### src/rtl/ex_mem_skid.sv
// EX/MEM pipeline register built as a 2-entry skid buffer.
// The zero and overflow flags are computed when an entry is captured.
// On a trapping overflow, the register and memory write enables are cleared.
// in_ready and out_valid are decoded only from the registered occupancy.
// So there is no combinational path from in_valid or out_ready.
module ex_mem_skid #(
  parameter int W = 32
) (
  input  logic         clk,
  input  logic         rst_n,
  input  logic         in_valid,
  output logic         in_ready,
  input  logic [W-1:0] alu_result,
  input  logic         a_msb,
  input  logic         b_msb,
  input  logic         bin,
  input  logic [W-1:0] rt_data,
  input  logic [4:0]   rd_addr,
  input  logic [3:0]   ctl_in,
  input  logic         chk_ovf,
  input  logic         flush,
  output logic         out_valid,
  input  logic         out_ready,
  output logic [W-1:0] out_result,
  output logic [W-1:0] out_rt,
  output logic [4:0]   out_rd,
  output logic [3:0]   out_ctl,
  output logic         out_zero,
  output logic         out_ovf
);

  typedef enum logic [1:0] {
    EMPTY = 2'd0,
    ONE   = 2'd1,
    FULL  = 2'd2
  } state_t;

  state_t state_reg, state_next;

  // Head slot drives out_* directly; skid slot holds the second entry.
  logic [W-1:0] head_result_reg, skid_result_reg;
  logic [W-1:0] head_rt_reg, skid_rt_reg;
  logic [4:0]   head_rd_reg, skid_rd_reg;
  logic [3:0]   head_ctl_reg, skid_ctl_reg;
  logic         head_zero_reg, skid_zero_reg;
  logic         head_ovf_reg, skid_ovf_reg;

  logic load_head_in;    // incoming entry goes straight to the head
  logic load_skid_in;    // incoming entry parks in the skid slot
  logic load_head_skid;  // skid entry advances to the head

  // Flags and control as they will be stored for the incoming instruction.
  logic       cap_zero;
  logic       cap_ovf;
  logic [3:0] cap_ctl;

  // Signed overflow: operands agree in sign, and the result sign differs.
  // B's sign is taken after the subtract inversion.
  assign cap_zero = (alu_result == '0);
  assign cap_ovf  = chk_ovf && (a_msb == (b_msb ^ bin)) && (alu_result[W-1] != a_msb);
  assign cap_ctl  = {ctl_in[3] & ~cap_ovf, ctl_in[2:1], ctl_in[0] & ~cap_ovf};

  assign in_ready  = (state_reg != FULL);
  assign out_valid = (state_reg != EMPTY);

  assign out_result = head_result_reg;
  assign out_rt     = head_rt_reg;
  assign out_rd     = head_rd_reg;
  assign out_ctl    = head_ctl_reg;
  assign out_zero   = head_zero_reg;
  assign out_ovf    = head_ovf_reg;

  // Occupancy state register.
  always_ff @(posedge clk or negedge rst_n) begin
    if (!rst_n) state_reg <= EMPTY;
    else        state_reg <= state_next;
  end

  // Next occupancy and slot-load selects; flush overrides every transfer.
  always_comb begin
    state_next     = state_reg;
    load_head_in   = 1'b0;
    load_skid_in   = 1'b0;
    load_head_skid = 1'b0;
    if (flush) begin
      state_next = EMPTY;
    end else begin
      case (state_reg)
        EMPTY: begin
          if (in_valid) begin
            load_head_in = 1'b1;
            state_next   = ONE;
          end
        end
        ONE: begin
          if (in_valid && out_ready) begin
            load_head_in = 1'b1;
            state_next   = ONE;
          end else if (in_valid) begin
            load_skid_in = 1'b1;
            state_next   = FULL;
          end else if (out_ready) begin
            state_next = EMPTY;
          end
        end
        FULL: begin
          if (out_ready) begin
            load_head_skid = 1'b1;
            state_next     = ONE;
          end
        end
        default: state_next = EMPTY;
      endcase
    end
  end

  // Head slot: loads only when a new entry becomes the head.
  // It therefore holds steady while the consumer stalls.
  always_ff @(posedge clk or negedge rst_n) begin
    if (!rst_n) begin
      head_result_reg <= '0;
      head_rt_reg     <= '0;
      head_rd_reg     <= '0;
      head_ctl_reg    <= '0;
      head_zero_reg   <= 1'b0;
      head_ovf_reg    <= 1'b0;
    end else if (load_head_in) begin
      head_result_reg <= alu_result;
      head_rt_reg     <= rt_data;
      head_rd_reg     <= rd_addr;
      head_ctl_reg    <= cap_ctl;
      head_zero_reg   <= cap_zero;
      head_ovf_reg    <= cap_ovf;
    end else if (load_head_skid) begin
      head_result_reg <= skid_result_reg;
      head_rt_reg     <= skid_rt_reg;
      head_rd_reg     <= skid_rd_reg;
      head_ctl_reg    <= skid_ctl_reg;
      head_zero_reg   <= skid_zero_reg;
      head_ovf_reg    <= skid_ovf_reg;
    end
  end

  // Skid slot: captures the second entry while the head is stalled.
  always_ff @(posedge clk or negedge rst_n) begin
    if (!rst_n) begin
      skid_result_reg <= '0;
      skid_rt_reg     <= '0;
      skid_rd_reg     <= '0;
      skid_ctl_reg    <= '0;
      skid_zero_reg   <= 1'b0;
      skid_ovf_reg    <= 1'b0;
    end else if (load_skid_in) begin
      skid_result_reg <= alu_result;
      skid_rt_reg     <= rt_data;
      skid_rd_reg     <= rd_addr;
      skid_ctl_reg    <= cap_ctl;
      skid_zero_reg   <= cap_zero;
      skid_ovf_reg    <= cap_ovf;
    end
  end

endmodule

### config.mk
export PLATFORM = sky130hd
export DESIGN_NAME = ex_mem_skid
export DESIGN_NICKNAME = d
export VERILOG_FILES = /design/src/rtl/ex_mem_skid.sv
export SDC_FILE = /design/constraint.sdc
export NUM_CORES = 1
export LEC_CHECK = 0
export ABC_AREA = 1
export CAP_MARGIN = 0
export CORE_MARGIN = 1.5
export CORE_UTILIZATION = 49
export CTS_CLUSTER_DIAMETER = 40
export DETAILED_ROUTE_END_ITERATION = 7
export PLACE_DENSITY = 0.84
export RECOVER_POWER = 100
export SLEW_MARGIN = 10
export SYNTH_ARGS = -nofsm -noshare
export SYNTH_HDL_FRONTEND = slang
export SYNTH_SLANG_ARGS = --single-unit
### constraint.sdc
create_clock -name clk -period 1.8 [get_ports clk]
set_input_delay 0.54 -clock clk [delete_from_list [all_inputs] [get_ports clk]]
set_output_delay 0.54 -clock clk [all_outputs]
set_load 0.02 [all_outputs]
# Yosys cells after proc, flatten, opt, wreduce, memory -nomap -nowiden
# Index checks and enable logic that the tools add are counted.
totals:
  ff_bits: 152
  in_bits: 82
  out_inout_bits: 77
  elab_cells: 62
op_classes:
  eq_ne: 8
  muxes: 29
  bitwise: 4
  n_reduce_logical: 8
ops:
  columns: ["cell", "n"]
  rows:
  - ["32-bit two-way mux", 4]
  - ["32-bit logical NOT", 1]
  - ["1-bit two-way mux", 13]
  - ["2-bit two-way mux", 6]
  - ["5-bit two-way mux", 2]
  - ["4-bit two-way mux", 2]
  - ["3-bit inequality test (second input constant)", 2]
  - ["2-bit one-hot mux with 3 select lines", 1]
  - ["5-bit inequality test (second input constant)", 1]
  - ["2-bit nonzero test", 2]
  - ["1-bit logical AND", 3]
  - ["3-bit AND reduction", 1]
  - ["1-bit bitwise AND", 2]
  - ["2-bit by 1-bit equality test with 1-bit output (second input constant)", 1]
  - ["2-bit equality test (second input constant)", 1]
  - ["2-bit logical NOT", 1]
  - ["2-bit inequality test (second input constant)", 1]
  - ["1-bit one-hot mux with 2 select lines", 1]
  - ["1-bit equality test", 1]
  - ["1-bit inequality test", 1]
  - ["1-bit NOT", 1]
  - ["1-bit bitwise XOR", 1]

# Depth between registers and ports, before layout
# Gate-level depths: netlist (run 1).
depth:
  ltp_word: 7
  mapped_depth: 8
  mapped_depth_nobuf: 7

# Worst setup path before layout (run 1)
# OpenSTA, ideal clock, no wires.
synth_timing:
  path_kind: "input port to flip-flop"
  startpoint: "in flush"
  endpoint: "reg head_ctl_reg[0], in the netlist out_ctl[0]"
  setup_ps: 118
  t_arrival_ps: 1337
  required_ps: 1682
  setup_slack_ps: 345
  cell_stages: 8
  path_buffers: 2
  cell_sequence: "inv_2 nand3_2 nor2_4 inv_2 buf_4 buf_6 nand2_1 nand2_1"
synth_between:
  elab_chain_len: 2
  word_cells_on_any_way: 4
  classes_between: "mux: 3; reduce/logical: 1"
synth_rtl:
  columns: ["element", "line", "source"]
  rows:
  - ["start, declared", "21", "input logic flush,"]
  - ["1-bit two-way mux", "85", "if (flush) begin"]
  - ["4-bit two-way mux / 2-bit nonzero test (equally long branches)", null, null]
  - ["end signal, assigned", "131", "head_ctl_reg <= cap_ctl;"]
  - ["end signal, assigned", "138", "head_ctl_reg <= skid_ctl_reg;"]
  - ["end, declared", "44", "logic [3:0] head_ctl_reg, skid_ctl_reg;"]
# Several ways; a longest one is shown, not always the timed one.
# A chain may end at the register's enable or synchronous reset.

# Worst setup path after layout (run 1)
layout_timing:
  startpoint: "reg state_reg[1]"
  endpoint: "out out_valid"
layout_between:
  elab_chain_len: 1
layout_rtl:
  columns: ["element", "line", "source"]
  rows:
  - ["start, declared", "38", "state_t state_reg, state_next;"]
  - ["start signal, assigned", "76", "else state_reg <= state_next;"]
  - ["2-bit nonzero test", "64", "assign out_valid = (state_reg != EMPTY);"]
  - ["end, declared", "22", "output logic out_valid,"]
# No other way between the ends.

==> results.md, run 1 <==
| Parameter | Value | Unit |
|:---|:---|:---|
| Run status | complete, no violations | - |
| CTS Buf Count | 17 | - |
| CTS sink count | 152 | - |
| Vertical extent of the die | 117.4 | um |
| Max-capacitance violation count | 0 | - |
| Antenna cells | 0 | - |
| Buffer depth of the longest clock path | 2 | - |
| Largest area contributor in the netlist | sky130_fd_sc_hd__dfrtp_1 | - |
| Hold violation total from the final report | 0 | - |
| Aggregate global-route resource usage | 25.39 | % |
| Starting DRT DRC Count | 346 | - |
| Total power | 0.009870 | W |
| Total Wirelength | 16470 | um |
| VDD IR-drop max | 0.5790 | mV |
| Final core utilization | 69.63 | % |
| Number of remaining DRC errors | 0 | - |
| Crit-path slowest cell | sky130_fd_sc_hd__dfrtp_1 | - |
| Layout Cells excl Fill | 1076 | - |
| Area contributors post-synth | sky130_fd_sc_hd__dfrtp_1, sky130_fd_sc_hd__nand2_1, sky130_fd_sc_hd__o211ai_1 | - |
| Portion of synthesized cell area occupied by the leading cell type | 59.33 | % |
| Share of total power in sequential cells | 46.0 | % |
| Post-route clock skew | 0.006060 | ns |
| Row Count | 41 | - |
| Critical path start-end classification | reg -> out | - |
| Mapped Nets | 797 | - |
| CTS tree | done | - |
| Clk Tree Root Cell | sky130_fd_sc_hd__clkbuf_16 | - |
| Starting Density | 50.60 | % |
| Area growth from synthesis to layout | 37.61 | % |
| Worst-case register-to-register setup slack | 0.21 | ns |
| Crit path time final | 1.720 | ns |
| Detailed-routing iteration count for the pre-antenna-repair pass | 5 | - |
| Setup-failing EPs final | 0 | - |
| Final Cycle Share | 95.55 | % |
| Clock slew seen by the registers of the worst setup and hold paths | 0.06 | ns |
| Via count of the first global-routing pass | 5458 | - |
| Vias after detailed routing | 5586 | - |
| Die area | 0.01378 | mm2 |
| Syn Inst Count | 715 | - |
| Count of flip-flops with a built-in enable after synthesis | 0 | - |
| Worst reg2reg startpoint | state_reg[1] | - |
| Total of flip-flops plus latches after synthesis | 152 | - |
| Count of input and output buffers | 158 | - |
| Per-cell via count in the routed design | 5.191 | - |
| Initial antenna violation count | 0 | - |
| Warning count from the yosys run | 0 | - |
| Number of nets at the end of the flow | 974 | - |
| Fraction of power consumed by the clock network | 32.7 | % |
| Power density cells | 1119 | mW/mm2 |
| Distinct cells, synth | 24 | - |
| Leakage power | 4.272 | nW |
| Most frequent cell after synthesis | sky130_fd_sc_hd__nand2_1 | - |
| Placed insts | 1045 | - |
| Number of setup buffers added after CTS | 0 | - |
| Ranking of synthesized cells by instance count | sky130_fd_sc_hd__nand2_1, sky130_fd_sc_hd__dfrtp_1, sky130_fd_sc_hd__inv_1 | - |
| Avg Cell Area, Syn | 8.967 | um2 |
| Startpoint type of the worst setup path | register | - |
| First-pass GRT wire length | 27610 | um |
| Clock latency at the later pin of the worst-skew pair | 0.42 | ns |
| Fraction of power spent switching nets | 29.62 | % |
| Fraction of final layout cells sized beyond drive strength 1 | 9.513 | % |
| Switching power | 0.002923 | W |
| Element type at the critical path end | primary output | - |
| Critical R2R Capture | out_rd[3] | - |
| IO Count | 159 | - |
| Final hold slack | 0.3532 | ns |
| Horizontal extent of the die | 117.4 | um |
| Top delay family on crit path | flip-flops | - |
| Detailed-route wire length per cell | 15.31 | um |
| Maximum fanout count along the critical path | 3 | - |
| Slew @ Worst Pin | 1.190 | ns |
| Crit path DAT | 1.18 | ns |
| Total negative setup slack | 0 | ns |
| Post-synth design cell area | 0.006411 | mm2 |
| Max Clock Freq | 581.4 | MHz |
| Combinational cell fraction of total power | 21.3 | % |
| Post-synth top flop | sky130_fd_sc_hd__dfrtp_1 | - |
| Global placer's final weighted congestion | 0.8234 | - |
| Share of flip-flops with an asynchronous set or reset after synthesis | 100.0 | % |
| Slowest cell delay on critical path | 0.40 | ns |
| GRT overflow | 0 | - |
| Worst Setup SP | state_reg[1] | - |
| H-tree depth | 4 | - |
| Placeable core region | 0.01267 | mm2 |
| Remaining antenna violation count after routing | 0 | - |
| Final Slew Violations | 0 | - |
| Reg2Reg Depth | 7 | - |
| Relative max-transition margin | 20.66 | % |
| DPL Wire Length | 11430 | um |
| RSZ-0062 raised after global routing | false | - |
| Maximum number of pins on one net before global-route repair | 51 | - |
| Class of the tightest hold or removal check | in -> async | - |
| Internal portion of total power | 0.006947 | W |
| Data required time of the worst path | 1.26 | ns |
| Share of the yosys chip area belonging to registers | 59.33 | % |
| Cell-by-cell trace of the critical path | inv_1 -> nand2_1 -> buf_2 | - |
| Count of buffer and inverter cells on the critical path | 2 | - |
[area by class of cell]
cell class / instances / area, um2
Inverter: 62 / 232.7
Sequential cell: 152 / 3804
Clock buffer: 24 / 491.7
Fill cell: 1021 / 3849
Multi-Input combinational cell: 461 / 2130
Tap cell: 172 / 215.2
Clock inverter: 7 / 45.04
Timing Repair Buffer: 198 / 1904
[layout by cell type, fill, tap and decap left out, types with 2 or more instances in the layout]
| cell type | Yosys | final |
|---|---|---|
| sky130_fd_sc_hd__nand2_1 | 258 | 258 |
| sky130_fd_sc_hd__dfrtp_1 | 152 | 152 |
| sky130_fd_sc_hd__clkdlybuf4s50_1 | 0 | 79 |
| sky130_fd_sc_hd__dlygate4sd2_1 | 0 | 75 |
| sky130_fd_sc_hd__inv_1 | 55 | 57 |
| sky130_fd_sc_hd__o211ai_1 | 43 | 48 |
| sky130_fd_sc_hd__nor2_1 | 42 | 43 |
| sky130_fd_sc_hd__o21ai_0 | 22 | 38 |
| sky130_fd_sc_hd__buf_4 | 7 | 24 |
| sky130_fd_sc_hd__o21ai_1 | 34 | 18 |
| sky130_fd_sc_hd__nor3_1 | 17 | 17 |
| sky130_fd_sc_hd__o22ai_1 | 17 | 17 |
| sky130_fd_sc_hd__clkbuf_16 | 0 | 17 |
| sky130_fd_sc_hd__buf_12 | 0 | 10 |
| sky130_fd_sc_hd__nand3_1 | 9 | 9 |
| sky130_fd_sc_hd__inv_2 | 7 | 5 |
| sky130_fd_sc_hd__clkbuf_8 | 0 | 4 |
| sky130_fd_sc_hd__clkinvlp_4 | 0 | 4 |
| sky130_fd_sc_hd__clkbuf_2 | 0 | 4 |
| sky130_fd_sc_hd__o211ai_2 | 8 | 3 |
| sky130_fd_sc_hd__clkbuf_1 | 9 | 3 |
| sky130_fd_sc_hd__clkinv_2 | 0 | 3 |
| sky130_fd_sc_hd__buf_6 | 1 | 3 |
| sky130_fd_sc_hd__nor2_4 | 3 | 2 |
| sky130_fd_sc_hd__or2_2 | 2 | 2 |
[metal layers]
metal | GRT usage, % | wire (um) | vias up
met4 | 10.42 | 403 | 0
li1 | - | - | 2666
met3 | 6.080 | 1163 | 34
met1 | 33.52 | 7175 | 2667
met5 | 0 | 0 | -
met2 | 40.44 | 7728 | 219
[worst reg2reg max path: stages (launching register included)]
cell and delay, ns:
sky130_fd_sc_hd__dfrtp_1 0.40, sky130_fd_sc_hd__inv_1 0.12, sky130_fd_sc_hd__nand3_2 0.12, sky130_fd_sc_hd__nor2_2 0.26
sky130_fd_sc_hd__inv_2 0.10, sky130_fd_sc_hd__buf_12 0.17, sky130_fd_sc_hd__buf_12 0.14, sky130_fd_sc_hd__o211ai_1 0.18
[power by group through the flow]
stage          Clock [W]  Combinational [W]  Sequential [W]
2_1_floorplan          0           0.000821         0.00489
3_3_place_gp           0            0.00229         0.00456
3_5_place_dp           0            0.00236         0.00459
4_1_cts          0.00328            0.00216         0.00454
5_1_grt          0.00343            0.00233         0.00463
6_report         0.00323            0.00210         0.00454
[worst max-delay path by stage]
stage / slack, ns / endpoint / depth (start not counted)
finish: 0.08 / out_valid / 3
global route: 0.01 / out_rt[22] / 8
CTS: -0.02 / in_ready / 3
detailed placement: -0.24 / skid_rt_reg[0] / 8
global placement: -0.21 / skid_rd_reg[0] / 8
floorplan: 0.35 / out_ctl[0] / 8
[through the flow]
stage	setup slack, ns	area [um2]
6_report	0.08005	8822
5_1_grt	0.01288	8822
4_1_cts	-0.02088	8917
3_5_place_dp	-0.2394	8472
3_3_place_gp	-0.2083	8472
2_1_floorplan	0.3453	6411
[cell families after synthesis]
logic type             share of synthesized area (%)
and+or+nand+nor                                20.76
AOI/OAI and AO/OA                              12.96
DFF                                            59.33
buffers and inverters                          6.948
[repair_timing]
action | CTS | global route
gates cloned | 0 | 0
endpoints found under the setup margin | 77 | 2
hold buffers | 0 | 0
resized for setup | 81 | 3
Note: power is estimated with default switching activity, not from simulation.
==> run 2: changes to the inputs <==
- CAP_MARGIN: 0 -> not set
==> results of run 2 <==
The final DEF is identical to that of run 1; final timing and power are the same.
==> run 3: changes to the inputs <==
- PLACE_DENSITY: 0.84 -> 0.8
==> results.md, run 3 (synthesis results as in run 1) <==
| Parameter | Value | Unit | vs previous |
|:---|:---|:---|:---|
| Crit path time final | 1.724 | ns | +0.004206 ns |
| H-tree depth | 4 | - | unchanged |
| Reg2Reg Depth | 7 | - | unchanged |
| Total Wirelength | 16370 | um | -0.59% |
| Clock latency at the later pin of the worst-skew pair | 0.42 | ns | about the same |
| PnR worst setup slack | 0.07585 | ns | -0.004206 ns |
| Global placer's final weighted congestion | 0.8536 | - | +3.7% |
| Worst-case register-to-register setup slack | 0.31 | ns | +0.10 ns |
| Run status | complete, no violations | - |  |
| Startpoint type of the worst setup path | input port | - |  |
| Maximum fanout count along the critical path | 24 | - | +21 |
| Via count of the first global-routing pass | 5779 | - | +5.9% |
| Count of input and output buffers | 158 | - | unchanged |
| Maximum number of pins on one net before global-route repair | 57 | - | +12% |
| Fraction of final layout cells sized beyond drive strength 1 | 9.767 | % | +0.25 points |
| Hold violation total from the final report | 0 | - | unchanged |
| Number of remaining DRC errors | 0 | - | unchanged |
| Max Clock Freq | 580.0 | MHz | -0.24% |
| Starting Density | 50.60 | % | unchanged |
| Final Cycle Share | 95.79 | % | +0.23 points |
| Horizontal extent of the die | 117.4 | um | unchanged |
| Crit path DAT | 2.06 | ns | +0.88 ns |
| Die area | 0.01378 | mm2 | unchanged |
| Commonest non-fill, non-tap cells in the layout | sky130_fd_sc_hd__nand2_1, sky130_fd_sc_hd__dfrtp_1, sky130_fd_sc_hd__clkdlybuf4s50_1, sky130_fd_sc_hd__dlygate4sd2_1, sky130_fd_sc_hd__inv_1 | - |  |
| IO Count | 159 | - | unchanged |
| Detailed-route wire length per cell | 15.26 | um | -0.32% |
| Number of setup buffers added after CTS | 0 | - | unchanged |
| Max-capacitance violation count | 0 | - | unchanged |
| RSZ-0062 raised after global routing | false | - |  |
| Slew @ Worst Pin | 1.048 | ns | -0.1419 ns |
| Placed insts | 1041 | - | -0.38% |
| Post-route clock skew | 0.006200 | ns | +0.0001398 ns |
| CTS Buf Count | 17 | - | unchanged |
| CTS sink count | 152 | - | unchanged |
| Power density cells | 1140 | mW/mm2 | +1.9% |
| DPL Wire Length | 11650 | um | +2.0% |
| Final core utilization | 69.47 | % | -0.16 points |
| Most common cell after layout, fill and taps aside | sky130_fd_sc_hd__nand2_1 | - |  |
| Detailed-routing iteration count for the pre-antenna-repair pass | 7 | - | +2 |
| Vertical extent of the die | 117.4 | um | unchanged |
| Area growth from synthesis to layout | 37.30 | % |  |
| Number of nets at the end of the flow | 970 | - | -0.41% |
| Per-cell via count in the routed design | 5.195 | - | about the same |
| Final Slew Violations | 0 | - | unchanged |
| Relative max-transition margin | 30.12 | % | +9.5 points |
| First-pass GRT wire length | 28090 | um | +1.7% |
| Row Count | 41 | - | unchanged |
| Placeable core region | 0.01267 | mm2 | unchanged |
| Buffer depth of the longest clock path | 2 | - | unchanged |
| Data required time of the worst path | 2.13 | ns | +0.87 ns |
| VDD IR-drop max | 0.6502 | mV | +12% |
| Element type at the critical path end | register | - |  |
| Clock slew seen by the registers of the worst setup and hold paths | 0.06 | ns | about the same |
| CTS tree | done | - |  |
| Critical R2R Capture | out_rt[18] | - |  |
| Leakage power | 4.283 | nW | +0.25% |
| Starting DRT DRC Count | 421 | - | +22% |
| Layout Cells excl Fill | 1073 | - | -0.28% |
| Setup-failing EPs final | 0 | - | unchanged |
| Instance area after placement | 0.008404 | mm2 | -0.80% |
| GRT overflow | 0 | - | unchanged |
| Aggregate global-route resource usage | 25.45 | % | +0.061 points |
| Critical path start-end classification | in -> reg | - |  |
| Antenna cells | 0 | - | unchanged |
| Worst slack after detailed placement | -0.3035 | ns | -0.06408 ns |
| Initial antenna violation count | 0 | - | unchanged |
| Clk Tree Root Cell | sky130_fd_sc_hd__clkbuf_16 | - |  |
| Vias after detailed routing | 5574 | - | -0.21% |
| Cell area after layout | 0.008802 | mm2 | -0.23% |
| Worst reg2reg startpoint | state_reg[1] | - |  |
| Remaining antenna violation count after routing | 0 | - | unchanged |
| Filler cell count in the final layout | 1011 | - | -0.98% |
| Class of the tightest hold or removal check | in -> async | - |  |
-- run 3: changes by cell type in the layout (fill, tap and decap cells not counted), moves of 4 or more --
| cell | before | now |
|---|---|---|
| sky130_fd_sc_hd__o21ai_1 | 18 | 7 |
| sky130_fd_sc_hd__o211ai_1 | 48 | 44 |
| sky130_fd_sc_hd__o21ai_0 | 38 | 49 |
| sky130_fd_sc_hd__o211ai_2 | 3 | 7 |
-- run 3: layer usage --
metal / share of wire, % / track usage (%) / vias up
met5: 0 / 0 / -
met4: 2.1 / 7.948 / 0
met3: 5.9 / 6.566 / 32
met2: 49 / 42.79 / 191
met1: 43 / 32.35 / 2697
li1: - / - / 2654
-- run 3: worst max-delay path by stage --
| stage | start | to | slack, ns | cells after the start |
|---|---|---|---|---|
| after floorplan | flush | out_ctl[0] | 0.35 | 8 |
| after global placement | flush | skid_zero_reg | -0.22 | 9 |
| after detailed placement | flush | out_result[30] | -0.30 | 7 |
| after CTS | state_reg[1] | out_valid | 0.01 | 3 |
| after global routing | rst_n | skid_ctl_reg[3] | 0.01 | 2 |
| final | flush | out_rt[18] | 0.08 | 8 |
-- run 3: metrics by stage --
step                hold WS [ns]  power [W]  TNS (ns)
floorplan                 0.2444   0.005711         0
global placement          0.4546   0.006833    -26.68
detailed placement        0.4649   0.006949    -34.19
CTS                      0.04016    0.01015         0
global route              0.3835    0.01055         0
finish                    0.3052    0.01003         0
-- run 3: what timing repair did --
| action | CTS | global route |
|---|---|---|
| hold buffers | 0 | 0 |
| endpoints found under the setup margin | 77 | 1 |
| resized for setup | 82 | 2 |
-- run 3: final cells by class --
type                    count  area [um2]  area share (%)
repair buffers            194        1814           20.61
multi-input cells         461        2157           24.51
flip-flops and latches    152        3804           43.21
clock buffers              24       511.7           5.814
clock inverters             8       67.56          0.7676
well taps                 172       215.2           2.445
inverters                  62       232.7           2.644
-- run 3: critical path: stages --
cell and delay, ns:
sky130_fd_sc_hd__clkdlybuf4s50_1 0.45, sky130_fd_sc_hd__inv_1 0.12, sky130_fd_sc_hd__nand3_2 0.12, sky130_fd_sc_hd__nor2_4 0.18, sky130_fd_sc_hd__inv_1 0.09, sky130_fd_sc_hd__buf_4 0.23, sky130_fd_sc_hd__buf_12 0.17, sky130_fd_sc_hd__o211ai_2 0.14
-- run 3: power by group --
part | total, W | leakage (nW) | switching (W) | internal, W
registers | 0.00455 | 1.87 | 0.000385 | 0.00416
clock network | 0.00341 | 0.292 | 0.00130 | 0.00211
logic | 0.00208 | 2.12 | 0.00120 | 0.000876
total | 0.0100 | 4.28 | 0.00289 | 0.00715
